==> src/rtl/spi_pkg.sv <==
// Shared definitions for the synchronous SPI slave: FSM state encoding,
// SPI mode constants ({CPOL,CPHA}) and a ceiling-log2 helper.
// No logic, no latency, no backpressure.
package spi_pkg;

  typedef enum logic {
    ST_IDLE  = 1'b0,
    ST_SHIFT = 1'b1
  } spi_state_e;

  localparam logic [1:0] SPI_MODE0 = 2'b00;
  localparam logic [1:0] SPI_MODE1 = 2'b01;
  localparam logic [1:0] SPI_MODE2 = 2'b10;
  localparam logic [1:0] SPI_MODE3 = 2'b11;

  // Ceiling log2; used to size bit_cnt (WORD_W >= 2 gives at least 1 bit).
  function automatic int clog2(input int n);
    int r;
    r = 0;
    while ((1 << r) < n) r++;
    return r;
  endfunction

endpackage

==> src/rtl/spi_sync_edge.sv <==
// N-stage synchroniser for one async input with rise/fall detection.
// Latency: STAGES clk to dout; rise/fall are combinational off dout vs one extra flop.
// No backpressure.
// Ports: clk, rst (sync, active-high), din (async) -> dout (synced level), rise, fall (1-cycle).
module spi_sync_edge #(
  parameter int   STAGES  = 2,
  parameter logic RST_VAL = 1'b0
) (
  input  logic clk,
  input  logic rst,
  input  logic din,
  output logic dout,
  output logic rise,
  output logic fall
);

  logic [STAGES-1:0] sync_q, sync_d;
  logic              prev_q, prev_d;

  always_comb begin
    sync_d = {sync_q[STAGES-2:0], din};
    prev_d = sync_q[STAGES-1];
  end

  always_ff @(posedge clk) begin
    if (rst) begin
      sync_q <= {STAGES{RST_VAL}};
      prev_q <= RST_VAL;
    end else begin
      sync_q <= sync_d;
      prev_q <= prev_d;
    end
  end

  assign dout = sync_q[STAGES-1];
  assign rise = dout & ~prev_q;
  assign fall = ~dout & prev_q;

endmodule

==> src/rtl/spi_slave_sync.sv <==
// SPI slave, fully in the clk domain: oversampled sclk/cs_n/mosi, all 4 modes, any width/bit order.
// Latency: rx_valid SYNC_STAGES+2 clk after the final sample edge at the pin.
// Backpressure: single-word TX holding buffer (tx_valid/tx_ready); FILL_WORD sent on underrun; RX never stalls.
// Ports: clk, rst (sync, active-high); sclk, cs_n, mosi (async in); miso, miso_oe (out);
//        tx_data/tx_valid/tx_ready (TX buffer); rx_data/rx_valid (RX word); busy; frame_abort.
// Optional macro SPI_SLAVE_UNDERRUN_EN adds underrun_clr (in) and sticky tx_underrun (out).
module spi_slave_sync
  import spi_pkg::*;
#(
  parameter int                WORD_W      = 8,
  parameter int                CPOL        = 1,
  parameter int                CPHA        = 1,
  parameter int                MSB_FIRST   = 1,
  parameter int                SYNC_STAGES = 2,
  parameter logic [WORD_W-1:0] FILL_WORD   = '0
) (
  input  logic              clk,
  input  logic              rst,
  input  logic              sclk,
  input  logic              cs_n,
  input  logic              mosi,
  output logic              miso,
  output logic              miso_oe,
  input  logic [WORD_W-1:0] tx_data,
  input  logic              tx_valid,
  output logic              tx_ready,
  output logic [WORD_W-1:0] rx_data,
  output logic              rx_valid,
  output logic              busy,
  output logic              frame_abort
`ifdef SPI_SLAVE_UNDERRUN_EN
  ,
  input  logic              underrun_clr,
  output logic              tx_underrun
`endif
);

  localparam int   CNT_W    = clog2(WORD_W);
  localparam logic POL      = (CPOL != 0);
  localparam logic PHA      = (CPHA != 0);
  localparam logic [CNT_W-1:0] LAST_BIT = CNT_W'(WORD_W - 1);

  logic sclk_s, sclk_rise, sclk_fall;
  logic cs_s, cs_rise, cs_fall;
  logic mosi_s, mosi_rise, mosi_fall;

  spi_sync_edge #(.STAGES(SYNC_STAGES), .RST_VAL(POL)) u_sync_sclk (
    .clk(clk), .rst(rst), .din(sclk), .dout(sclk_s), .rise(sclk_rise), .fall(sclk_fall)
  );
  spi_sync_edge #(.STAGES(SYNC_STAGES), .RST_VAL(1'b1)) u_sync_cs (
    .clk(clk), .rst(rst), .din(cs_n), .dout(cs_s), .rise(cs_rise), .fall(cs_fall)
  );
  spi_sync_edge #(.STAGES(SYNC_STAGES), .RST_VAL(1'b0)) u_sync_mosi (
    .clk(clk), .rst(rst), .din(mosi), .dout(mosi_s), .rise(mosi_rise), .fall(mosi_fall)
  );

  logic unused_sync;
  assign unused_sync = ^{sclk_s, mosi_rise, mosi_fall};

  // Leading edge leaves the idle level, trailing edge returns to it.
  logic lead_edge, trail_edge, sample_edge, launch_edge;
  assign lead_edge   = POL ? sclk_fall : sclk_rise;
  assign trail_edge  = POL ? sclk_rise : sclk_fall;
  assign sample_edge = PHA ? trail_edge : lead_edge;
  assign launch_edge = PHA ? lead_edge : trail_edge;

  spi_state_e        state_q, state_d;
  logic [CNT_W-1:0]  bit_cnt_q, bit_cnt_d;
  logic [WORD_W-1:0] tx_shift_q, tx_shift_d;
  logic [WORD_W-1:0] rx_shift_q, rx_shift_d;
  logic [WORD_W-1:0] rx_data_q, rx_data_d;
  logic [WORD_W-1:0] buf_q, buf_d;
  logic              buf_full_q, buf_full_d;
  logic              miso_q, miso_d;
  logic              fresh_q, fresh_d;   // tx_shift holds a word whose bit 0 is not yet on miso
  logic              done_q, done_d;     // rx_shift holds a complete word this cycle
  logic              rx_valid_q, rx_valid_d;
  logic              abort_q, abort_d;
  logic              consume;
  logic [WORD_W-1:0] next_word;

  assign next_word = buf_full_q ? buf_q : FILL_WORD;

  function automatic logic head_bit(input logic [WORD_W-1:0] w);
    return (MSB_FIRST != 0) ? w[WORD_W-1] : w[0];
  endfunction

  function automatic logic [WORD_W-1:0] advance(input logic [WORD_W-1:0] w);
    return (MSB_FIRST != 0) ? (w << 1) : (w >> 1);
  endfunction

  always_comb begin
    state_d    = state_q;
    bit_cnt_d  = bit_cnt_q;
    tx_shift_d = tx_shift_q;
    rx_shift_d = rx_shift_q;
    rx_data_d  = rx_data_q;
    miso_d     = miso_q;
    fresh_d    = fresh_q;
    done_d     = 1'b0;
    rx_valid_d = 1'b0;
    abort_d    = 1'b0;
    consume    = 1'b0;

    if (done_q) begin
      rx_data_d  = rx_shift_q;
      rx_valid_d = 1'b1;
    end

    case (state_q)
      ST_IDLE: begin
        if (cs_fall) begin
          state_d    = ST_SHIFT;
          tx_shift_d = next_word;
          consume    = 1'b1;
          bit_cnt_d  = '0;
          // CPHA=0 drives bit 0 now; CPHA=1 waits for the first leading edge.
          fresh_d    = PHA;
          if (!PHA) miso_d = head_bit(next_word);
        end
      end
      default: begin
        if (sample_edge) begin
          rx_shift_d = (MSB_FIRST != 0) ? {rx_shift_q[WORD_W-2:0], mosi_s}
                                        : {mosi_s, rx_shift_q[WORD_W-1:1]};
          if (bit_cnt_q == LAST_BIT) begin
            bit_cnt_d = '0;
            done_d    = 1'b1;
          end else begin
            bit_cnt_d = bit_cnt_q + CNT_W'(1);
          end
        end
        if (launch_edge) begin
          if (bit_cnt_q == '0) begin
            if (fresh_q) begin
              miso_d  = head_bit(tx_shift_q);
              fresh_d = 1'b0;
            end else begin
              // Word boundary: start the next word from the holding buffer.
              tx_shift_d = next_word;
              consume    = 1'b1;
              miso_d     = head_bit(next_word);
            end
          end else begin
            tx_shift_d = advance(tx_shift_q);
            miso_d     = head_bit(advance(tx_shift_q));
          end
        end
        if (cs_rise) begin
          state_d   = ST_IDLE;
          miso_d    = 1'b0;
          bit_cnt_d = '0;
          fresh_d   = 1'b0;
          // A final sample edge in the same cycle completes the word instead.
          if (bit_cnt_q != '0 && !(sample_edge && bit_cnt_q == LAST_BIT)) abort_d = 1'b1;
        end
      end
    endcase

    // A load coinciding with consumption is held; the consumed word is the old one.
    buf_d      = buf_q;
    buf_full_d = buf_full_q;
    if (consume) buf_full_d = 1'b0;
    if (tx_valid && !buf_full_q) begin
      buf_d      = tx_data;
      buf_full_d = 1'b1;
    end
  end

  always_ff @(posedge clk) begin
    if (rst) begin
      state_q    <= ST_IDLE;
      bit_cnt_q  <= '0;
      tx_shift_q <= '0;
      rx_shift_q <= '0;
      rx_data_q  <= '0;
      buf_q      <= '0;
      buf_full_q <= 1'b0;
      miso_q     <= 1'b0;
      fresh_q    <= 1'b0;
      done_q     <= 1'b0;
      rx_valid_q <= 1'b0;
      abort_q    <= 1'b0;
    end else begin
      state_q    <= state_d;
      bit_cnt_q  <= bit_cnt_d;
      tx_shift_q <= tx_shift_d;
      rx_shift_q <= rx_shift_d;
      rx_data_q  <= rx_data_d;
      buf_q      <= buf_d;
      buf_full_q <= buf_full_d;
      miso_q     <= miso_d;
      fresh_q    <= fresh_d;
      done_q     <= done_d;
      rx_valid_q <= rx_valid_d;
      abort_q    <= abort_d;
    end
  end

`ifdef SPI_SLAVE_UNDERRUN_EN
  logic underrun_q, underrun_d;

  always_comb begin
    underrun_d = underrun_q;
    if (underrun_clr) underrun_d = 1'b0;
    if (consume && !buf_full_q) underrun_d = 1'b1;
  end

  always_ff @(posedge clk) begin
    if (rst) underrun_q <= 1'b0;
    else     underrun_q <= underrun_d;
  end

  assign tx_underrun = underrun_q;
`endif

  assign miso        = miso_q;
  assign miso_oe     = (state_q == ST_SHIFT);
  assign tx_ready    = ~buf_full_q;
  assign rx_data     = rx_data_q;
  assign rx_valid    = rx_valid_q;
  assign frame_abort = abort_q;
  assign busy        = ~cs_s & ~rst;

endmodule

==> config.mk <==
export PLATFORM = sky130hd
export DESIGN_NAME = spi_slave_sync
export DESIGN_NICKNAME = d
export VERILOG_FILES = /design/src/rtl/spi_pkg.sv /design/src/rtl/spi_sync_edge.sv /design/src/rtl/spi_slave_sync.sv
export SDC_FILE = /design/constraint.sdc
export NUM_CORES = 1
export LEC_CHECK = 0
export CAP_MARGIN = 20
export CORE_ASPECT_RATIO = 1.75
export CORE_MARGIN = 2
export CORE_UTILIZATION = 40
export CTS_CLUSTER_SIZE = 25
export DETAILED_ROUTE_END_ITERATION = 7
export SLEW_MARGIN = 20
export SYNTH_ARGS = -nofsm -noshare
export SYNTH_HDL_FRONTEND = slang
export SYNTH_HIERARCHICAL = 1
export SYNTH_SLANG_ARGS = --single-unit
export TNS_END_PERCENT = 1
==> constraint.sdc <==
create_clock -name clk -period 1.9 [get_ports clk]
set_clock_uncertainty 0.2 [all_clocks]
set_input_delay 0.38 -clock clk [delete_from_list [all_inputs] [get_ports clk]]
set_output_delay 0.38 -clock clk [all_outputs]
set_load 0.005 [all_outputs]
# Word level (Yosys, flattened, before mapping)
# Cells that the tools add are included.
[totals] reg_bits=50 inputBits=14 out_inout_bits=14 elab_cells=87
[op_classes] addsub=1 n_eq_ne=6 muxes=32 n_bitwise=14 reduce_logical=17
[op_table] cell="two-way mux 8 bit" count=6
[op_table] cell="two-way mux 1 bit" count=21
[op_table] cell="two-way mux 3 bit" count=5
[op_table] cell="!= test 3 bit, second input constant" count=3
[op_table] cell="inverter 1 bit" count=9
[op_table] cell="AND reduction 2 bit" count=3
[op_table] cell="AND reduction 3 bit" count=2
[op_table] cell="nonzero test 2 bit" count=3
[op_table] cell="OR reduction 3 bit" count=2
[op_table] cell="bitwise AND 1 bit" count=5
[op_table] cell="adder 3 x 1 -> 3 bit, second input constant" count=1
[op_table] cell="== test 3 bit, second input constant" count=1
[op_table] cell="logical AND 1 bit" count=3
[op_table] cell="zero test 3 bit" count=1
[op_table] cell="!= test 3 x 2 -> 1 bit, second input constant" count=1
[op_table] cell="nonzero test 3 bit" count=1
[op_table] cell="zero test 1 bit" count=2
[op_table] cell="!= test 2 bit, second input constant" count=1

# Longest topological paths before layout
[depth] word_depth=6 ltp_mapped=7 mapped_depth_nobuf=6

# Hierarchy
# Netlist, hierarchy kept.
[modules_own_cells] mod="spi_slave_sync" instances=1 cells_each=199 area_per_inst_um2=1752.9 seq_area_each_um2=840.8
[modules_own_cells] mod="spi_sync_edge (u_sync_cs ...)" instances=2 cells_each=8 area_per_inst_um2=92.6 seq_area_each_um2=60.1
[modules_own_cells] mod="spi_sync_edge (u_sync_mosi)" instances=1 cells_each=8 area_per_inst_um2=91.3 seq_area_each_um2=60.1

# Worst setup path after synthesis
# Ideal clock, no wire load.
[synth_timing] kind="register -> register" startpoint="register bit_cnt_q[0]" endpoint="register tx_shift_q[1]" setup_time_ns=0.088 arrival_time_ns=1.338 required_time_ns=1.612 path_slack_ns=0.274 stages_incl_launch_ff=8 n_path_buf=1 synth_period_minus_slack_ns=1.626 cell_sequence="dfxtp_1 inv_1 ha_1 and3b_4 o21ai_4 buf_6 nor2_2 a311oi_2"
[synth_between] elab_chain_len=4 word_cells_on_any_way=6 classes_between="eq/ne (1); mux (3); reduce/logical (2)"
[synth_rtl] element="start, declared" line_no="spi_slave_sync.sv:68" text="logic [CNT_W-1:0] bit_cnt_q, bit_cnt_d;"
[synth_rtl] element="start signal, assigned" line_no="spi_slave_sync.sv:186" text="bit_cnt_q <= bit_cnt_d;"
[synth_rtl] element="zero test 3 bit *" line_no="spi_slave_sync.sv:134" text="if (bit_cnt_q == '0) begin"
[synth_rtl] element="two-way mux 8 bit" line_no="spi_slave_sync.sv:134"
[synth_rtl] element="two-way mux 8 bit" line_no="spi_slave_sync.sv:133" text="if (launch_edge) begin"
[synth_rtl] element="two-way mux 8 bit" line_no="spi_slave_sync.sv:110" text="case (state_q)"
[synth_rtl] element="end signal, assigned" line_no="spi_slave_sync.sv:187" text="tx_shift_q <= tx_shift_d;"
[synth_rtl] element="end, declared" line_no="spi_slave_sync.sv:69" text="logic [WORD_W-1:0] tx_shift_q, tx_shift_d;"
# Every way passes the cells marked *; elsewhere a longest branch is shown, timed or not. The select of a mux whose other input is x is not followed.
# A chain may end at the register's enable or synchronous reset.

# Final worst setup path
[layout_timing] startpoint="register state_q, in the netlist miso_oe" endpoint="output miso_oe"
[layout_lines] element="start, declared" line_no="spi_slave_sync.sv:67" text="spi_state_e state_q, state_d;"
[layout_lines] element="start signal, assigned" line_no="spi_slave_sync.sv:185" text="state_q <= state_d;"
[layout_lines] element="end, declared" line_no="spi_slave_sync.sv:23" text="output logic miso_oe,"
# No word-level cell between the ends.

==> flow_metrics.tcl <==
set metrics [dict create \
    regArea_mm2 0.00100 \
    multi_input_area_um2 898 \
    row_count 34 \
    drtPass1Iterations 4 \
    grt_antenna_before_repair 0 \
    hold_end "u_sync_sclk/sync_q[1]" \
    power_density_mw_per_mm2 815 \
    placement.io_buffers 27 \
    p_total_mw 2.03 \
    viasPerCell 5.14 \
    grt_pass1_vias 1601 \
    die_w_um 57.3 \
    slew_violations 0 \
    drt_iter0_drc 22 \
    syn2layout_area_growth_pct 25.1 \
    holdWs_ns 0.210 \
    max_clock_freq_mhz 545 \
    r2r-start "bit_cnt_q[0]" \
    path_depth 1 \
    place_hpwl_um 2870 \
    holdCritStartpoint "u_sync_sclk/sync_q[0]" \
    arrival_ns 1.26 \
    pin_count 28 \
    path_max_fanout 7 \
    diodes 0 \
    cp-start-kind "register" \
    tns_ns 0 \
    layout_common_cells "dfxtp_1, nand2_1, clkdlybuf4s50_1" \
    min_period_ns 1.84 \
    root_buffer "clkbuf_8" \
    rsz0062_at_grt "false" \
    gp_congestion 0.781 \
    power.leakage_nw 0.884 \
    ant_nets 0 \
    cp_top_family "buffers and inverters" \
    reg2reg_slack_ns 0.16 \
    path_cells "clkdlybuf4s50_1" \
    clk_path_buf_depth 2 \
    clk_pin_slew_worst_paths_ns 0.09 \
    floorplan.initialDensity 0.407 \
    via_count 1573 \
    hold_path_depth 1 \
    syn_nets 236 \
    cts_tree "done" \
    fp.dieH_um 97.3 \
    dp_cells 295 \
    dp_slack_ns -0.0764 \
    postRouteWirelength_um 4010 \
    ir_worst_vdd_uv 673 \
    worst_slack_ns 0.0648 \
    h-tree-depth 2 \
    critical_path_buf_inv_count 1 \
    grt_first_pass_wirelength_um 6980 \
    synthCells 219 \
    final_area_mm2 0.00249 \
    cts_sinks 50 \
    slew-limit-headroom 0.675 \
    nets 269 \
    fillers 499 \
    finalNonFillerCells 306 \
    core_area_mm2 0.00489 \
    dieArea_mm2 0.00558 \
    syn_avg_cell_area_um2 9.09 \
    yosys_warnings 6 \
    slowest_delay_ns 0.53 \
    grt_max_degree 41 \
    status "complete, no violations" \
    place_area_mm2 0.00235 \
    finalSetupViolations 0 \
    critPathSlowestCell "clkdlybuf4s50_1" \
    worstPathRequired_ns 1.32 \
    hold_viol_final 0 \
    crit_type "register to output port" \
    cts_buffers 5 \
    crit_path_end_kind "output port" \
    drive_gt1_frac 0.119 \
    period_share 0.966 \
    hp-class "register to register" \
    drc_errors 0 \
    ff2ff_path_depth 6 \
    reg2reg_to "tx_shift_q[5]" \
    syn_area_mm2 0.00199 \
    worstMarginPinSlew_ns 0.487 \
    fin_util 0.509 \
    gr-total-overflow 0 \
    drv_cap 0 \
    post_drt_wl_per_cell_um 13.1 \
    ctsHoldBuffers 0 \
    final_common_cell "dfxtp_1" \
    grt_usage 0.159 \
    clock_latency_ns 0.30 \
]
## metal layers
layer | track usage | vias up | wire length (µm)
met4 | 0.0644 | 0 | 78
met2 | 0.295 | 16 | 2210
met1 | 0.165 | 732 | 1620
li1 | - | 819 | -
met3 | 0.0333 | 6 | 97
met5 | 0 | - | 0
## registers in the layout, indices dropped and copies added (netlist names), 2 cells and up
register            count
bit_cnt_q               3
tx_shift_q              8
rx_shift_q              8
u_sync_mosi/sync_q      2
buf_q                   8
u_sync_sclk/sync_q      2
u_sync_cs/sync_q        2
rx_data                 8
## report_power, final
group | switching (mW) | total (mW) | internal [mW]
Combinational | 0.0838 | 0.171 | 0.0870
Clock | 0.340 | 0.761 | 0.422
Sequential | 0.0193 | 1.10 | 1.08
## how the worst max path moves through the flow
| stage | from | end | slack (ns) |
|---|---|---|---|
| finish | miso_oe | miso_oe | 0.06 |
| global route | bit_cnt_q[0] | tx_shift_q[2] | 0.002 |
| CTS | miso_oe | miso_oe | 0.05 |
| detailed placement | rst | busy | -0.08 |
| global placement | rst | busy | -0.08 |
| floorplan | bit_cnt_q[0] | tx_shift_q[1] | 0.27 |
## area by class of cell
| type | count | area share |
|---|---|---|
| sequential | 50 | 0.402 |
| multi-input combinational | 150 | 0.361 |
| timing repair buffer | 40 | 0.157 |
| clock buffer | 6 | 0.0331 |
| tap | 54 | 0.0271 |
| clock inverter | 1 | 0.0121 |
| inverter | 5 | 0.00753 |
## repair_timing
item,4_1_cts,5_1_grt
gates resized for setup,2,0
setup endpoints to repair,2,8
endpoints found under the hold margin,0,0
buffers inserted,0,4
pin swaps,0,1
No activity file was read; power rests on OpenSTA's default activity.
